`config.mk`:
```
export PLATFORM = sky130hd
export DESIGN_NAME = multiplier_arbiter_56
export DESIGN_NICKNAME = d
export VERILOG_FILES = /design/src/rtl/multiplier_arbiter_56.sv
export SDC_FILE = /design/constraint.sdc
export NUM_CORES = 1
export LEC_CHECK = 0
export BUFFER_PORTS_ARGS = -buffer_cell sky130_fd_sc_hd__buf_4
export CORE_ASPECT_RATIO = 0.6
export CORE_MARGIN = 1.5
export CORE_UTILIZATION = 29
export DETAILED_ROUTE_END_ITERATION = 12
export PLACE_DENSITY = 0.51
export SLEW_MARGIN = 20
export SYNTH_ARGS = -nofsm -noshare
export SYNTH_HDL_FRONTEND = slang
export SYNTH_SLANG_ARGS = --single-unit
```
`constraint.sdc`:
```
create_clock -name clk -period 6.9 [get_ports clk]
set_input_delay 1.035 -clock clk [delete_from_list [all_inputs] [get_ports clk]]
set_output_delay 1.035 -clock clk [all_outputs]
set_load 0.02 [all_outputs]
```
`src/rtl/multiplier_arbiter_56.sv`:
```
// Shares one pipelined 56x56 middle-bit multiplier among N_REQ requesters with credit-controlled response FIFO.
// Define MUL_ARB_FIXED_PRIO_EN for fixed priority (lowest index wins) instead of round-robin.
module multiplier_arbiter_56 #(
    parameter int N_REQ      = 4,
    parameter int ID_W       = 2,
    parameter int MUL_SIZE   = 56,
    parameter int RES_W      = 54,
    parameter int MUL_LAT    = 3,
    parameter int FIFO_DEPTH = 8
) (
    input  logic                      clk,
    input  logic                      rst,
    input  logic [N_REQ-1:0]          req_valid,
    output logic [N_REQ-1:0]          req_ready,
    input  logic [N_REQ*MUL_SIZE-1:0] req_a,
    input  logic [N_REQ*MUL_SIZE-1:0] req_b,
    output logic                      mul_rst_n,
    output logic [MUL_SIZE-1:0]       mul_a,
    output logic [MUL_SIZE-1:0]       mul_b,
    input  logic [RES_W-1:0]          mul_res,
    output logic                      rsp_valid,
    input  logic                      rsp_ready,
    output logic [ID_W-1:0]           rsp_id,
    output logic [RES_W-1:0]          rsp_res,
    output logic                      busy
);

    localparam int PTR_W = $clog2(FIFO_DEPTH);
    localparam int CNT_W = PTR_W + 1;
    localparam int NSTG  = MUL_LAT + 1;
    localparam int INF_W = $clog2(NSTG + 1);
    localparam int OCC_W = CNT_W + 1;

    logic [MUL_SIZE-1:0]   a_sl [N_REQ];
    logic [MUL_SIZE-1:0]   b_sl [N_REQ];

    logic [NSTG-1:0]       tag_vld_q, tag_vld_d;
    logic [ID_W-1:0]       tag_id_q [NSTG];
    logic [MUL_SIZE-1:0]   mul_a_q, mul_a_d;
    logic [MUL_SIZE-1:0]   mul_b_q, mul_b_d;
    logic [ID_W+RES_W-1:0] mem_q [FIFO_DEPTH];
    logic [ID_W+RES_W-1:0] head;
    logic [PTR_W-1:0]      wr_ptr_q, wr_ptr_d;
    logic [PTR_W-1:0]      rd_ptr_q, rd_ptr_d;
    logic [CNT_W-1:0]      count_q, count_d;

    logic [INF_W-1:0]      inflight;
    logic [OCC_W-1:0]      occ;
    logic                  issue_ok;
    logic                  found;
    logic                  accept;
    logic [ID_W-1:0]       gnt_id;
    logic                  push;
    logic                  pop;

`ifndef MUL_ARB_FIXED_PRIO_EN
    logic [ID_W-1:0]       rr_q, rr_d;
    logic [ID_W-1:0]       idx;
`endif

    for (genvar g = 0; g < N_REQ; g++) begin : g_slice
        assign a_sl[g] = req_a[g*MUL_SIZE +: MUL_SIZE];
        assign b_sl[g] = req_b[g*MUL_SIZE +: MUL_SIZE];
    end

    // Credit counts every op from issue until its response is popped; a same-cycle pop is not credited.
    always_comb begin
        inflight = '0;
        for (int s = 0; s < NSTG; s++) begin
            inflight = inflight + INF_W'(tag_vld_q[s]);
        end
    end

    assign occ      = OCC_W'(count_q) + OCC_W'(inflight);
    assign issue_ok = occ < OCC_W'(FIFO_DEPTH);

    always_comb begin
        found  = 1'b0;
        gnt_id = '0;
`ifdef MUL_ARB_FIXED_PRIO_EN
        for (int i = 0; i < N_REQ; i++) begin
            if (!found && req_valid[i]) begin
                found  = 1'b1;
                gnt_id = ID_W'(i);
            end
        end
`else
        idx = '0;
        for (int k = 1; k <= N_REQ; k++) begin
            idx = ID_W'((int'(rr_q) + k) % N_REQ);
            if (!found && req_valid[idx]) begin
                found  = 1'b1;
                gnt_id = idx;
            end
        end
`endif
        if (!issue_ok) begin
            found = 1'b0;
        end
    end

    assign accept    = found;
    assign req_ready = accept ? (N_REQ'(1) << gnt_id) : '0;

    assign push = tag_vld_q[NSTG-1];
    assign pop  = rsp_valid & rsp_ready;

    always_comb begin
        tag_vld_d = {tag_vld_q[NSTG-2:0], accept};
        mul_a_d   = accept ? a_sl[gnt_id] : mul_a_q;
        mul_b_d   = accept ? b_sl[gnt_id] : mul_b_q;
        wr_ptr_d  = wr_ptr_q + PTR_W'(push);
        rd_ptr_d  = rd_ptr_q + PTR_W'(pop);
        count_d   = count_q + CNT_W'(push) - CNT_W'(pop);
`ifndef MUL_ARB_FIXED_PRIO_EN
        rr_d      = accept ? gnt_id : rr_q;
`endif
    end

    always_ff @(posedge clk) begin
        if (rst) begin
            tag_vld_q <= '0;
            mul_a_q   <= '0;
            mul_b_q   <= '0;
            wr_ptr_q  <= '0;
            rd_ptr_q  <= '0;
            count_q   <= '0;
`ifndef MUL_ARB_FIXED_PRIO_EN
            rr_q      <= ID_W'(N_REQ - 1);
`endif
        end else begin
            tag_vld_q <= tag_vld_d;
            mul_a_q   <= mul_a_d;
            mul_b_q   <= mul_b_d;
            wr_ptr_q  <= wr_ptr_d;
            rd_ptr_q  <= rd_ptr_d;
            count_q   <= count_d;
`ifndef MUL_ARB_FIXED_PRIO_EN
            rr_q      <= rr_d;
`endif
        end
    end

    // Ids ride alongside the multiplier pipe; only valid tags capture mul_res, so its unreset garbage is never stored.
    always_ff @(posedge clk) begin
        tag_id_q[0] <= gnt_id;
        for (int s = 1; s < NSTG; s++) begin
            tag_id_q[s] <= tag_id_q[s-1];
        end
        if (push) begin
            mem_q[wr_ptr_q] <= {tag_id_q[NSTG-1], mul_res};
        end
    end

    assign head      = mem_q[rd_ptr_q];
    assign rsp_valid = (count_q != '0);
    assign rsp_id    = rsp_valid ? head[ID_W+RES_W-1:RES_W] : '0;
    assign rsp_res   = rsp_valid ? head[RES_W-1:0] : '0;
    assign busy      = (|tag_vld_q) | rsp_valid;
    assign mul_a     = mul_a_q;
    assign mul_b     = mul_b_q;
    assign mul_rst_n = ~rst;

endmodule

```
Word-level counts from Yosys, hierarchy flattened
Memories as Yosys holds them, arrays and structs flattened. A register that Yosys moved wholly into a read port is not among the register bits.
Cells that the tools add are included.
{ "word_totals": {"reg_bits": 128, "ram_bits": 456, "in_bits": 509, "out_inout_bits": 175, "word_cells": 69, "memories": 2} }
{ "classes": {"add_sub_neg": 12, "n_lt_le_gt_ge": 6, "n_shift": 1, "muxes": 29, "bitwise": 4, "reduce_logical": 8} }
{ "memory_table": {"columns": ["name", "depth", "word_bits", "rd", "rd_ports_with_merged_regs", "wr", "line", "text"], "rows": [
  ["mem_q", 8, 56, 1, 1, 1, "41", "logic [ID_W+RES_W-1:0] mem_q [FIFO_DEPTH];"],
  ["tag_id_q", 4, 2, 4, 0, 4, "38", "logic [ID_W-1:0] tag_id_q [NSTG];"]
]} }
{ "op_table": {"columns": ["op", "count"], "rows": [
  ["$bmux 56 s2", 2],
  ["$mux 56", 4],
  ["$mux 54", 1],
  ["$lt 2x3->1 const B", 4],
  ["$mux 1", 11],
  ["$mux 2", 5],
  ["$add 3x1->3", 3],
  ["$bmux 1 s2", 4],
  ["$add 4x3->5", 1],
  ["$lt 5x4->1 const B", 1],
  ["$add 2x1->2 const B", 2],
  ["$add 2x2->2 const B", 2],
  ["$add 4x1->4", 1],
  ["$mux 4", 1],
  ["$reduce_bool 4->1", 1],
  ["$reduce_or 4->1", 1],
  ["$shl 1x2->4 const A", 1],
  ["$sub 4x1->4", 1],
  ["$add 2x1->3", 1],
  ["$ge 3x3->1 const B", 1],
  ["$logic_and 1x1->1", 3],
  ["$logic_not 1->1", 3],
  ["$mux 3", 1],
  ["$not 2->3", 1],
  ["other kinds (4)", 4]
]} }

Logic depth before layout (Yosys ltp)
{ "depth": {"depth_word": 17, "ltp_mapped": 13} }

Worst setup path after synthesis
Ideal clock, no wire load.
{ "synth_path": {"path_type": "register to register", "startpoint": "register tag_vld_q[3]", "endpoint": "memory mem_q[0][0] (netlist bit) (enable)", "t_arrival_ns": 4.346, "setup_slack_ns": 2.015, "stages_incl_launch_ff": 3, "path_buffers": 0, "cell_sequence": "dfxtp_1 -> nand2b_1 -> nor3_1"} }
{ "synth_via": {"elab_chain_len": 2} }
{ "synth_rtl": {"columns": ["item", "line", "text"], "rows": [
  ["start, declared", "37", "logic [NSTG-1:0] tag_vld_q, tag_vld_d;"],
  ["start signal, assigned", "132", "tag_vld_q <= tag_vld_d;"],
  ["$mux 1", "150", "if (push) begin"],
  ["$mux 1 (not written as such)", "151", "mem_q[wr_ptr_q] <= {tag_id_q[NSTG-1], mul_res};"],
  ["end, declared", "41", null]
]} }
No other way between the ends.

==> qor.txt <==
drt wl/cell - 27.7 microns
vias post-DR - 16313
synth top area cells - edfxtp_1, mux2i_1, dfxtp_1, mux4_2, o221ai_2
core area - 85600 sq um
global-route wire length before repair - 128000 microns
Post-Syn Nets - 1995
DR iter-0 viols - 1040
clock insertion delay at the later pin of the skew report - 0.64 ns
type of origin of the critical path - register
Top-Level Pins - 684
commonest non-fill, non-tap cell in the layout - buf_4
port bufs - 683
WP data required - 5.86 ns
most frequent cells in the layout - buf_4, edfxtp_1, mux2i_1, dfxtp_1, nand3_1
worst-path fanout max - 104
sequential fraction of the synthesis area - 64.6%
Synth top area share - 53.7%
outcome - completed
Die Span Y - 231 microns
ANT nets after route - 0
Setup TNS - 0 ns
RSZ-0062 raised after global routing - no
Synth Warn # - 0
final setup fails - 0
total gr overflow - 0
GRT Resource Usage Total - 20.3%
Final Max Tran Viols - 0
FMAX - 244 MHz
synthesized instance count - 1471
# fillers - 8082
WP data arrival - 3.07 ns
area of the mapped netlist - 25000 sq um
Synth-to-Final Area Change - 32.7%
CTS tree - built
DRC errors left - 0
hold slack final - 0.321 ns
root buffer cell - clkbuf_16
Die Area - 88200 sq um
Hold Path Depth - 0
CP endpoint kind - output port
vias per cell - 4.90
hold worst-path end - tag_id_q[1][1]
Routed WL - 92100 microns
CTS Hold Bufs - 0
clk_skew - 0.0403 ns
Yosys top cell by area - edfxtp_1
Final HPWL DP - 65600 microns
synthesized flop and latch total - 584
first-pass detailed-route iteration total - 5
Static Leak - 12.5 nW
ratio of cells with drive above 1 in the final layout - 46.4%
Period minus WS final - 4.11 ns
antenna violations before repair - 17
R2R setup slack - 3.07 ns
gpl congestion - 0.875
max-cap viol count - 0
pin count of the biggest net entering global routing - 106
worst vdd ir - 0.000224 V
Std-Cell Rows - 83
PostCTS Resize Cnt - 0
R2R depth - 9
Initial Utilization - 29.3%
post-CTS setup repair buffer count - 0
Final Cycle Share - 59.5%
Worst Tran Pin Value - 1.03 ns
FF-to-FF Start - tag_vld_q[3]
Num CTS Buffers - 59
vias in the first global route - 17011
maximum root-to-sink buffer count - 3
CTS Sinks - 584
syn avg cell area - 17.0 sq um
worst setup path class - register to output port
final net count - 2645
reg2reg end - mul_a[28]
chip width - 382 microns
CTS H-tree lvls - 2
Clock transition at path regs - 0.06 ns
crit path from - rd_ptr_q[0]
worst min-delay path class - register to register
Unique masters post-synth - 39
final hold viol count - 0
Cell Pwr Density - 348 nW/um^2
Hold Crit Start - tag_id_q[0][1]
slew margin rel. - 31.4%
[through the flow]
step / instance area [sq um] / worst slack [ns] / power, mW / std cells / utilization (%)
6_report: 33200 / 2.79 / 11.6 / 3328 / 38.8
5_1_grt: 33200 / 2.55 / 12.1 / 3319 / 38.8
4_1_cts: 33200 / 2.66 / 11.7 / 3317 / 38.8
3_5_place_dp: 31300 / 3.04 / 8.52 / 3207 / 36.6
3_3_place_gp: 31300 / 3.11 / 8.49 / 3207 / 36.6
2_1_floorplan: 25000 / 2.02 / 6.80 / 1471 / -
[critical path: stages, from the launching register on]
cell and delay, ns:
dfxtp_4 0.48, buf_12 0.63, mux4_2 0.59, mux2i_1 0.21
nor2_1 0.09, buf_4 0.21
[layer usage]
layer,routed length (microns),GRT usage (%)
met1,37800,25.2
met3,5200,5.10
met2,47000,35.7
met4,2020,4.48
met5,57,0
[sequential cells by signal, summed over array words and instances, names as in the netlist]
signal     count
wr_ptr_q       3
mul_b         56
tag_id_q       8
rd_ptr_q       3
tag_vld_q      4
mul_a         56
rr_q           2
count_q        4
mem_q        448
[Yosys cell counts]
library cell,instances
a211o_1,1
a211oi_1,1
a21o_1,1
a21o_2,1
a21oi_1,3
and2b_1,1
and3_1,1
buf_1,1
buf_2,23
buf_4,22
buf_6,13
clkbuf_1,58
dfxtp_1,136
edfxtp_1,448
fa_1,2
ha_1,13
inv_1,11
inv_2,2
mux2i_1,281
mux4_2,112
nand2_1,5
nand2b_1,5
nand3_1,113
nand3b_1,1
nor2_1,76
nor2b_1,8
nor3_1,6
nor3b_1,2
o211ai_1,1
o21a_1,1
o21ai_0,1
o21ai_1,1
o221ai_1,32
o221ai_2,80
o22a_1,1
o22ai_1,1
or3_1,2
xnor2_1,3
xor2_1,1
[final cells by class]
cell class	count	area, sq um	area share, %
Sequential cell	584	16200	48.7
Multi-Input combinational cell	757	8250	24.8
Timing Repair Buffer	706	5360	16.1
Clock buffer	70	1540	4.64
Tap cell	1147	1440	4.32
Clock inverter	40	363	1.09
Inverter	13	51.3	0.154
Antenna cell	11	27.5	0.0829
[kinds of logic after synthesis]
| kind of cell | after synthesis | synth area share [%] |
|---|---|---|
| mux | 393 | 21.3 |
| simple gates | 220 | 4.11 |
| xor+xnor | 4 | 0.140 |
| compound gates | 125 | 6.27 |
| fa+ha+maj | 15 | 0.809 |
| buf+inv | 130 | 2.78 |
| flops | 584 | 64.6 |
[power breakdown]
part,internal (mW),switching (mW),leakage (nW)
Sequential,4.07,0.219,5.16
Clock,1.75,1.44,0.921
Combinational,1.75,2.33,6.46
Total,7.57,3.99,12.5
[worst max path at each step]
stage | endpoint | slack (ns) | cells past startpoint
2_1_floorplan | mem_q[0][0] | 2.02 | 2
3_3_place_gp | mul_a[37] | 3.11 | 8
3_5_place_dp | mul_a[39] | 3.04 | 8
4_1_cts | rsp_res[5] | 2.66 | 5
5_1_grt | rsp_res[6] | 2.55 | 5
6_report | rsp_res[20] | 2.79 | 5
Note: power is estimated with default switching activity, not from simulation.
